--- src/rtl/cla_word_sequencer.sv ---
// -----------------------------------------------------------------------------
// cla_word_sequencer
//
// Multi-word add/subtract sequencer built around one combinational 32-bit
// carry-lookahead adder. Operand limbs arrive least-significant first. The
// adder carry-out is registered and fed back as the next limb's carry-in.
// Registered sum limbs leave on a downstream stream.
//
// Ports
//   clk, rst          rising-edge clock, asynchronous active-high reset
//   start, sub        begin an operation (IDLE only); sub=1 selects A-B
//   in_valid/in_ready operand limb stream (A_word, B_word)
//   out_valid/out_ready result limb stream (S_word, out_last)
//   Cout_final        final carry-out, meaningful while out_last is high
//   overflow          two's-complement overflow of the full-width result,
//                     meaningful while out_last is high
//   busy              high from start acceptance until the last limb is consumed
//   done              one-cycle pulse after the last limb is consumed
//   dbg_state         current FSM state (IDLE=0, RUN=1, FLUSH=2)
//
// Handshake: on both streams a beat transfers on a rising edge where valid
// and ready are both high. A producer holds valid and its data stable until
// the transfer. in_ready is combinational and depends on out_ready, so an
// accept and a consume of the single output register can share one cycle.
// -----------------------------------------------------------------------------
module cla_word_sequencer #(
    parameter int WORDS = 4
) (
    input  logic        clk,
    input  logic        rst,
    input  logic        start,
    input  logic        sub,
    input  logic        in_valid,
    output logic        in_ready,
    input  logic [31:0] A_word,
    input  logic [31:0] B_word,
    output logic        out_valid,
    input  logic        out_ready,
    output logic [31:0] S_word,
    output logic        out_last,
    output logic        Cout_final,
    output logic        overflow,
    output logic        busy,
    output logic        done,
    output logic [1:0]  dbg_state
);

    localparam logic [1:0] ST_IDLE  = 2'd0;
    localparam logic [1:0] ST_RUN   = 2'd1;
    localparam logic [1:0] ST_FLUSH = 2'd2;

    // One spare bit so the count reaches WORDS without wrapping.
    localparam int CW = $clog2(WORDS) + 1;
    localparam logic [CW-1:0] LAST_CNT = CW'(WORDS - 1);

    logic [1:0]    state;
    logic          mode_r;
    logic          carry_r;
    logic [CW-1:0] cnt;

    // -------------------------------------------------------------------------
    // 32-bit carry-lookahead adder: 4-bit lookahead groups, group carries
    // chained by group generate/propagate.
    // -------------------------------------------------------------------------
    logic [31:0] beff;
    logic [31:0] g;
    logic [31:0] p;
    logic [31:0] c;
    logic [31:0] sum;
    logic [7:0]  gg;
    logic [7:0]  pg;
    logic        gc;
    logic        cout;

    // Subtraction is A + ~B + 1; the +1 comes from carry_r seeded with sub.
    assign beff = B_word ^ {32{mode_r}};

    always_comb begin
        g    = A_word & beff;
        p    = A_word ^ beff;
        gg   = '0;
        pg   = '0;
        c    = '0;
        gc   = carry_r;
        for (int b = 0; b < 32; b += 4) begin
            gg[b/4] = g[b+3]
                    | (p[b+3] & g[b+2])
                    | (p[b+3] & p[b+2] & g[b+1])
                    | (p[b+3] & p[b+2] & p[b+1] & g[b]);
            pg[b/4] = p[b+3] & p[b+2] & p[b+1] & p[b];
            c[b]    = gc;
            c[b+1]  = g[b] | (p[b] & gc);
            c[b+2]  = g[b+1] | (p[b+1] & g[b]) | (p[b+1] & p[b] & gc);
            c[b+3]  = g[b+2]
                    | (p[b+2] & g[b+1])
                    | (p[b+2] & p[b+1] & g[b])
                    | (p[b+2] & p[b+1] & p[b] & gc);
            gc      = gg[b/4] | (pg[b/4] & gc);
        end
        cout = gc;
        sum  = p ^ c;
    end

    // -------------------------------------------------------------------------
    // Stream control
    // -------------------------------------------------------------------------
    logic accept;
    logic consume;
    logic is_last;

    assign in_ready  = (state == ST_RUN) && (!out_valid || out_ready);
    assign accept    = in_valid && in_ready;
    assign consume   = out_valid && out_ready;
    assign is_last   = (cnt == LAST_CNT);
    assign dbg_state = state;

    always_ff @(posedge clk or posedge rst) begin
        if (rst) begin
            state      <= ST_IDLE;
            mode_r     <= 1'b0;
            carry_r    <= 1'b0;
            cnt        <= '0;
            out_valid  <= 1'b0;
            S_word     <= '0;
            out_last   <= 1'b0;
            Cout_final <= 1'b0;
            overflow   <= 1'b0;
            busy       <= 1'b0;
            done       <= 1'b0;
        end else begin
            done <= 1'b0;

            // Single output register: a new accept overwrites it even when
            // the previous beat is consumed on the same edge.
            if (accept) begin
                S_word    <= sum;
                carry_r   <= cout;
                out_valid <= 1'b1;
                out_last  <= is_last;
                cnt       <= cnt + CW'(1);
                if (is_last) begin
                    Cout_final <= cout;
                    // Carry into the MSB is A^B^S at bit 31; XOR with the
                    // carry out of the MSB gives signed overflow.
                    overflow   <= cout ^ (A_word[31] ^ beff[31] ^ sum[31]);
                end
            end else if (consume) begin
                out_valid <= 1'b0;
            end

            case (state)
                ST_IDLE: begin
                    if (start) begin
                        mode_r  <= sub;
                        carry_r <= sub;
                        cnt     <= '0;
                        busy    <= 1'b1;
                        state   <= ST_RUN;
                    end
                end
                ST_RUN: begin
                    if (accept && is_last) begin
                        state <= ST_FLUSH;
                    end
                end
                ST_FLUSH: begin
                    if (consume) begin
                        done  <= 1'b1;
                        busy  <= 1'b0;
                        state <= ST_IDLE;
                    end
                end
                default: state <= ST_IDLE;
            endcase
        end
    end

endmodule

--- config.mk ---
export PLATFORM = sky130hd
export DESIGN_NAME = cla_word_sequencer
export DESIGN_NICKNAME = d
export VERILOG_FILES = /design/src/rtl/cla_word_sequencer.sv
export SDC_FILE = /design/constraint.sdc
export NUM_CORES = 1
export LEC_CHECK = 0
export BUFFER_PORTS_ARGS = -buffer_cell sky130_fd_sc_hd__buf_4
export CAP_MARGIN = 25
export CORE_ASPECT_RATIO = 0.9
export CORE_UTILIZATION = 35
export DETAILED_ROUTE_END_ITERATION = 7
export PLACE_DENSITY = 0.55
export SETUP_SLACK_MARGIN = 0.05
export SLEW_MARGIN = 20
export SYNTH_ARGS = -nofsm -noshare
export SYNTH_HDL_FRONTEND = slang
export SYNTH_SLANG_ARGS = --single-unit
--- constraint.sdc ---
create_clock -name clk -period 4.3 [get_ports clk]
set_clock_uncertainty 0.2 [all_clocks]
set_input_delay 0.43 -clock clk [delete_from_list [all_inputs] [get_ports clk]]
set_output_delay 0.43 -clock clk [all_outputs]
set_load 0.02 [all_outputs]
### After elaboration in Yosys (flattened, before gate mapping)

Index checks and enable logic that the tools add are counted.

* input port bits: 70
* ROM bits: 0
* word-level logic and storage cells: 262
* bits in registers: 45
* memory bits (writable): 0
* output and inout port bits: 41
* memories kept: 0
* bits in latches: 0

* div/mod/pow operators: 0
* add/sub/neg operators: 1
* multiply operators: 0
* shift-type cells: 0
* reductions and logical operators: 13
* bitwise logic cells: 215
* equal/unequal tests: 6
* muxes and demuxes: 16
* order comparisons: 0

Operators by type and width (count)
* 1-bit AND: 128
* 32-bit XOR: 3
* 1-bit OR: 80
* 32-bit AND: 1
* 3-bit 2-to-1 mux: 3
* 1-bit 2-to-1 mux: 8
* 2-bit 2-to-1 mux: 3
* 2-bit case mux with 3 select lines: 1
* 3-bit AND reduction: 2
* 1-bit logical AND: 4
* 2-bit inequality test (second input constant): 2
* 2-bit AND reduction: 2
* 2-bit nonzero test: 2
* 3-bit by 1-bit adder with 3-bit output (second input constant): 1
* 3-bit by 2-bit equality test with 1-bit output (second input constant): 1
* 1-bit XOR: 3
* 2-bit by 1-bit equality test with 1-bit output (second input constant): 1
* 2-bit equality test (second input constant): 1
* 2-bit logical NOT: 1
* 2-bit by 1-bit inequality test with 1-bit output (second input constant): 1
* 1-bit case mux with 2 select lines: 1
* 1-bit logical NOT: 1
* 1-bit logical OR: 1

### Logic depth before layout (Yosys ltp)

* depth after elaboration: 24
* depth in mapped cells: 14
* depth with buffers taken out: 12

### Worst setup path after synthesis

OpenSTA, ideal clock, no wires.

* kind: flip-flop to flip-flop
* from: register mode_r
* to: register S_word[12]
* required time: 4.017 ns
* clock period less this slack: 3.667 ns
* setup time: 0.083 ns
* slack: 0.633 ns
* data arrival time: 3.385 ns
* buffers on the path: 2
* stages on the path, launching flop included: 14
* path through: dfrtp_1 > clkbuf_1 > clkbuf_1 > xor2_1 > ha_1 > a211oi_1 > o21ai_0 > a21o_1 > a21oi_1 > o21ai_0 > a21o_1 > a21oi_1 > fa_1 > o21ai_0

* cells in the longest elaborated chain, start to end: 12
* elaborated cells on any way between the ends: 37
* those cells by class: 37 x bitwise

Ends and longest elaborated chain
* start, declared: RTL line 57 `logic mode_r;`
* start signal, assigned: RTL line 154 `mode_r <= sub;`
* 32-bit XOR *: RTL line 76 `assign beff = B_word ^ {32{mode_r}};`
* 32-bit XOR / 32-bit AND (equally long branches): RTL line 80, 79
* 1-bit AND, on equally long branches
* 1-bit OR, or another cell as far along: RTL line 87 `| (p[b+3] & g[b+2])`
* 1-bit OR, or another cell as far along: RTL line 88 `| (p[b+3] & p[b+2] & g[b+1])`
* 1-bit OR / 1-bit AND (equally long branches): RTL line 89, 98
* 1-bit OR: RTL line 98 `gc = gg[b/4] | (pg[b/4] & gc);`
* 1-bit AND: RTL line 98
* 1-bit OR: RTL line 98
* 1-bit AND: RTL line 98
* 1-bit OR: RTL line 98
* 32-bit XOR *: RTL line 101 `sum = p ^ c;`
* end signal, assigned: RTL line 136 `S_word <= sum;`
* end, declared: RTL line 39 `output logic [31:0] S_word,`

Mark *: on every way between the ends. The rest lies on a longest branch, timed or not.
A chain may end at the register's enable or synchronous reset.

### Final worst setup path

Same ends and word-level chain as after synthesis.

==> out/results.txt <==
Outcome = finished, final reports clean
CTS Buf Count = 5
Final Cycle Share = 88.6%
Slew Viols, Final = 0
Number of remaining DRC errors = 0
Maximum VDD drop = 0.000236 V
Initial antenna violation count = 0
Die X = 107 um
Most frequent cells in the layout = buf_4 (112), nand2_1 (55), dfrtp_1 (44)
Critical path arrival = 3.84 ns
Syn Area/Cell = 9.13 um^2
Hold Vio Cnt, Final = 0
TritonCTS clock tree = yes
Slew margin rel. = 64.6%
Unique masters post-synth = 47
Post-detailed-route wirelength per cell = 14.1 um
Mapped Area = 3440 um^2
Largest net degree at the start of global routing = 29
Layout net count = 600
Die area = 10200 um^2
Post-DR vias/cell = 4.77
Time the worst path needs with I/O delays and setup = 3.81 ns
Register area = 1130 um^2
Critical path data required time = 4.34 ns
Ys Warns = 0
Cts repair resizes = 0
Post-Syn Nets = 489
Clock transition at the registers of the reported paths = 0.10 ns
Commonest non-fill, non-tap cell in the layout = buf_4
Synth area leader = dfrtp_1
I/O pin count = 111
PD cells = 741 nW/um^2
Row cnt = 33
Core footprint = 9330 um^2
HPWL after DPL = 6.99 mm
Post-Synthesis Cells = 377
Worst Max-Slew Pin Slew = 0.530 ns
Share of layout cells above drive strength 1 = 28.8%
Sum Neg Setup Slack = 0 ns
Area grow syn2layout = 32.9%
DRT Pass-1 Iters = 4
Vias = 2914
Post-synth EDFFs = 0
Maximum clock rate = 263 MHz
Crit-path max FO = 15
Asr flop ratio synth = 100%
GRT Resource Usage Total = 17.8%
Post-CTS setup repair buffer count = 0
Pre-CTS WS = 0.489 ns
# port buffers = 110
Fill count = 927
First-pass GRT wire length = 14.1 mm
ANT nets after route = 0
Initial core utilization = 36.9%
Max-cap viol count = 0
Antenna fix cells = 0
Register area share after synthesis = 32.7%
Lkg Pwr = 2.30 nW
Final Power = 3.39 mW
Worst skew pair latency = 0.31 ns
Worst setup EP type = flip-flop
GP Congestion = 0.761
Final wirelength = 8.61 mm
WS Path Type = flip-flop to flip-flop
Count of final setup violators = 0
Grt ovf = 0
CTS hold repair buffers = 1
Worst hold path class = input port to flip-flop
Root buf cell = clkbuf_8
Multi-input logic area = 2180 um^2
Top-area cell type share of the netlist area = 32.7%
CTS Sinks = 45
Largest cells by area after synthesis = dfrtp_1 (33%), ha_1 (12%), xor2_1 (11%)
Final WS setup = 0.492 ns
Max clock buf depth = 2
Post-synthesis register bit count = 45
First DRT Iteration DRCs = 63
CTS H-tree lvls = 2
Vias in the first global route = 2969
Startpoint Class = flip-flop
Synth Flop Type = dfrtp_1
RSZ-0062 raised after global routing = false
Die H = 96.1 um
-- synth_stat cells, drive strengths merged, types with 3 or more instances --
library cell and instances:
a211oi 4, a21o 10, a21oi 18, a31oi 3, and2 4, and3 3
clkbuf 11, dfrtp 45, fa 8, ha 34, inv 26, nand2 56
nand3 4, nand4 4, nor2 14, nor2b 3, nor3 8, o21a 3
o21ai 38, o21bai 4, o31ai 5, xnor2 8, xor2 43
-- final cells by class --
| cell class | instances | area share [%] |
|---|---|---|
| clock inverter | 3 | 0.547 |
| timing repair buffer | 116 | 20.2 |
| multi-input combinational | 294 | 47.6 |
| clock buffer | 5 | 1.50 |
| sequential | 45 | 24.7 |
| inverter | 26 | 2.13 |
| tap | 122 | 3.34 |
-- stage by stage --
stage | cells | hold WS [ns] | area, um^2 | util [%]
6_report | 611 | 0.177 | 4570 | 49.0
5_1_grt | 611 | 0.168 | 4570 | 49.0
4_1_cts | 611 | 0.160 | 4570 | 49.0
3_5_place_dp | 602 | 0.268 | 4470 | 47.9
3_3_place_gp | 599 | 0.263 | 4390 | 47.1
2_1_floorplan | 377 | 0.280 | 3440 | -
-- layer usage --
metal	routed length, um	vias up	GRT usage (%)
met2	3880	75	29.5
li1	-	1513	-
met3	425	10	2.78
met4	107	0	5.59
met1	4200	1316	23.9
met5	0	-	0
-- critical path: stages (launching register included) --
cell,delay (ns)
dfrtp_2,0.64
xor2_1,0.27
ha_1,0.29
a211oi_1,0.34
o21ai_0,0.25
a21o_1,0.24
a21oi_1,0.28
o21ai_0,0.20
a21o_1,0.24
a21oi_1,0.20
fa_1,0.43
o21ai_0,0.15
-- flip-flops by register name (all words and copies together), names as in the netlist --
register and count:
Cout_final 1, S_word 32, busy 1, carry_r 1
cnt 3, dbg_state 2, done 1, mode_r 1
out_last 1, out_valid 1, overflow 1
-- report_power, final --
group / total (mW) / internal [mW] / leakage, nW / switching (mW)
Clock: 0.289 / 0.119 / 0.0452 / 0.170
Sequential: 0.768 / 0.621 / 0.553 / 0.148
Combinational: 2.33 / 1.04 / 1.70 / 1.29
Total: 3.39 / 1.78 / 2.30 / 1.61
-- kinds of logic after synthesis --
kind of cell | synth area share [%]
xor gates and xnor gates | 13.0
and+or+nand+nor | 13.8
AOI/OAI and AO/OA | 18.7
muxes | 0.654
buffers and inverters | 4.14
adders and majority gates | 17.0
DFF | 32.7
-- path summary, 6_finish.rpt --
path / startpoint / endpoint / slack, ns / cells past startpoint
worst max-delay path: mode_r$_DFFE_PP0P_ / S_word[12]$_DFFE_PP0P_ / 0.49 / 11
worst min-delay path: sub / mode_r$_DFFE_PP0P_ / 0.18 / 2
worst max register to register: mode_r$_DFFE_PP0P_ / S_word[12]$_DFFE_PP0P_ / 0.49 / 11
worst min register to register: S_word[0]$_DFFE_PP0P_ / S_word[0]$_DFFE_PP0P_ / 0.28 / 2
max in group asynchronous: rst / busy$_DFFE_PP0P_ / 2.86 / 4
min in group asynchronous: rst / S_word[7]$_DFFE_PP0P_ / 0.51 / 3
No activity file was read; power rests on OpenSTA's default activity.
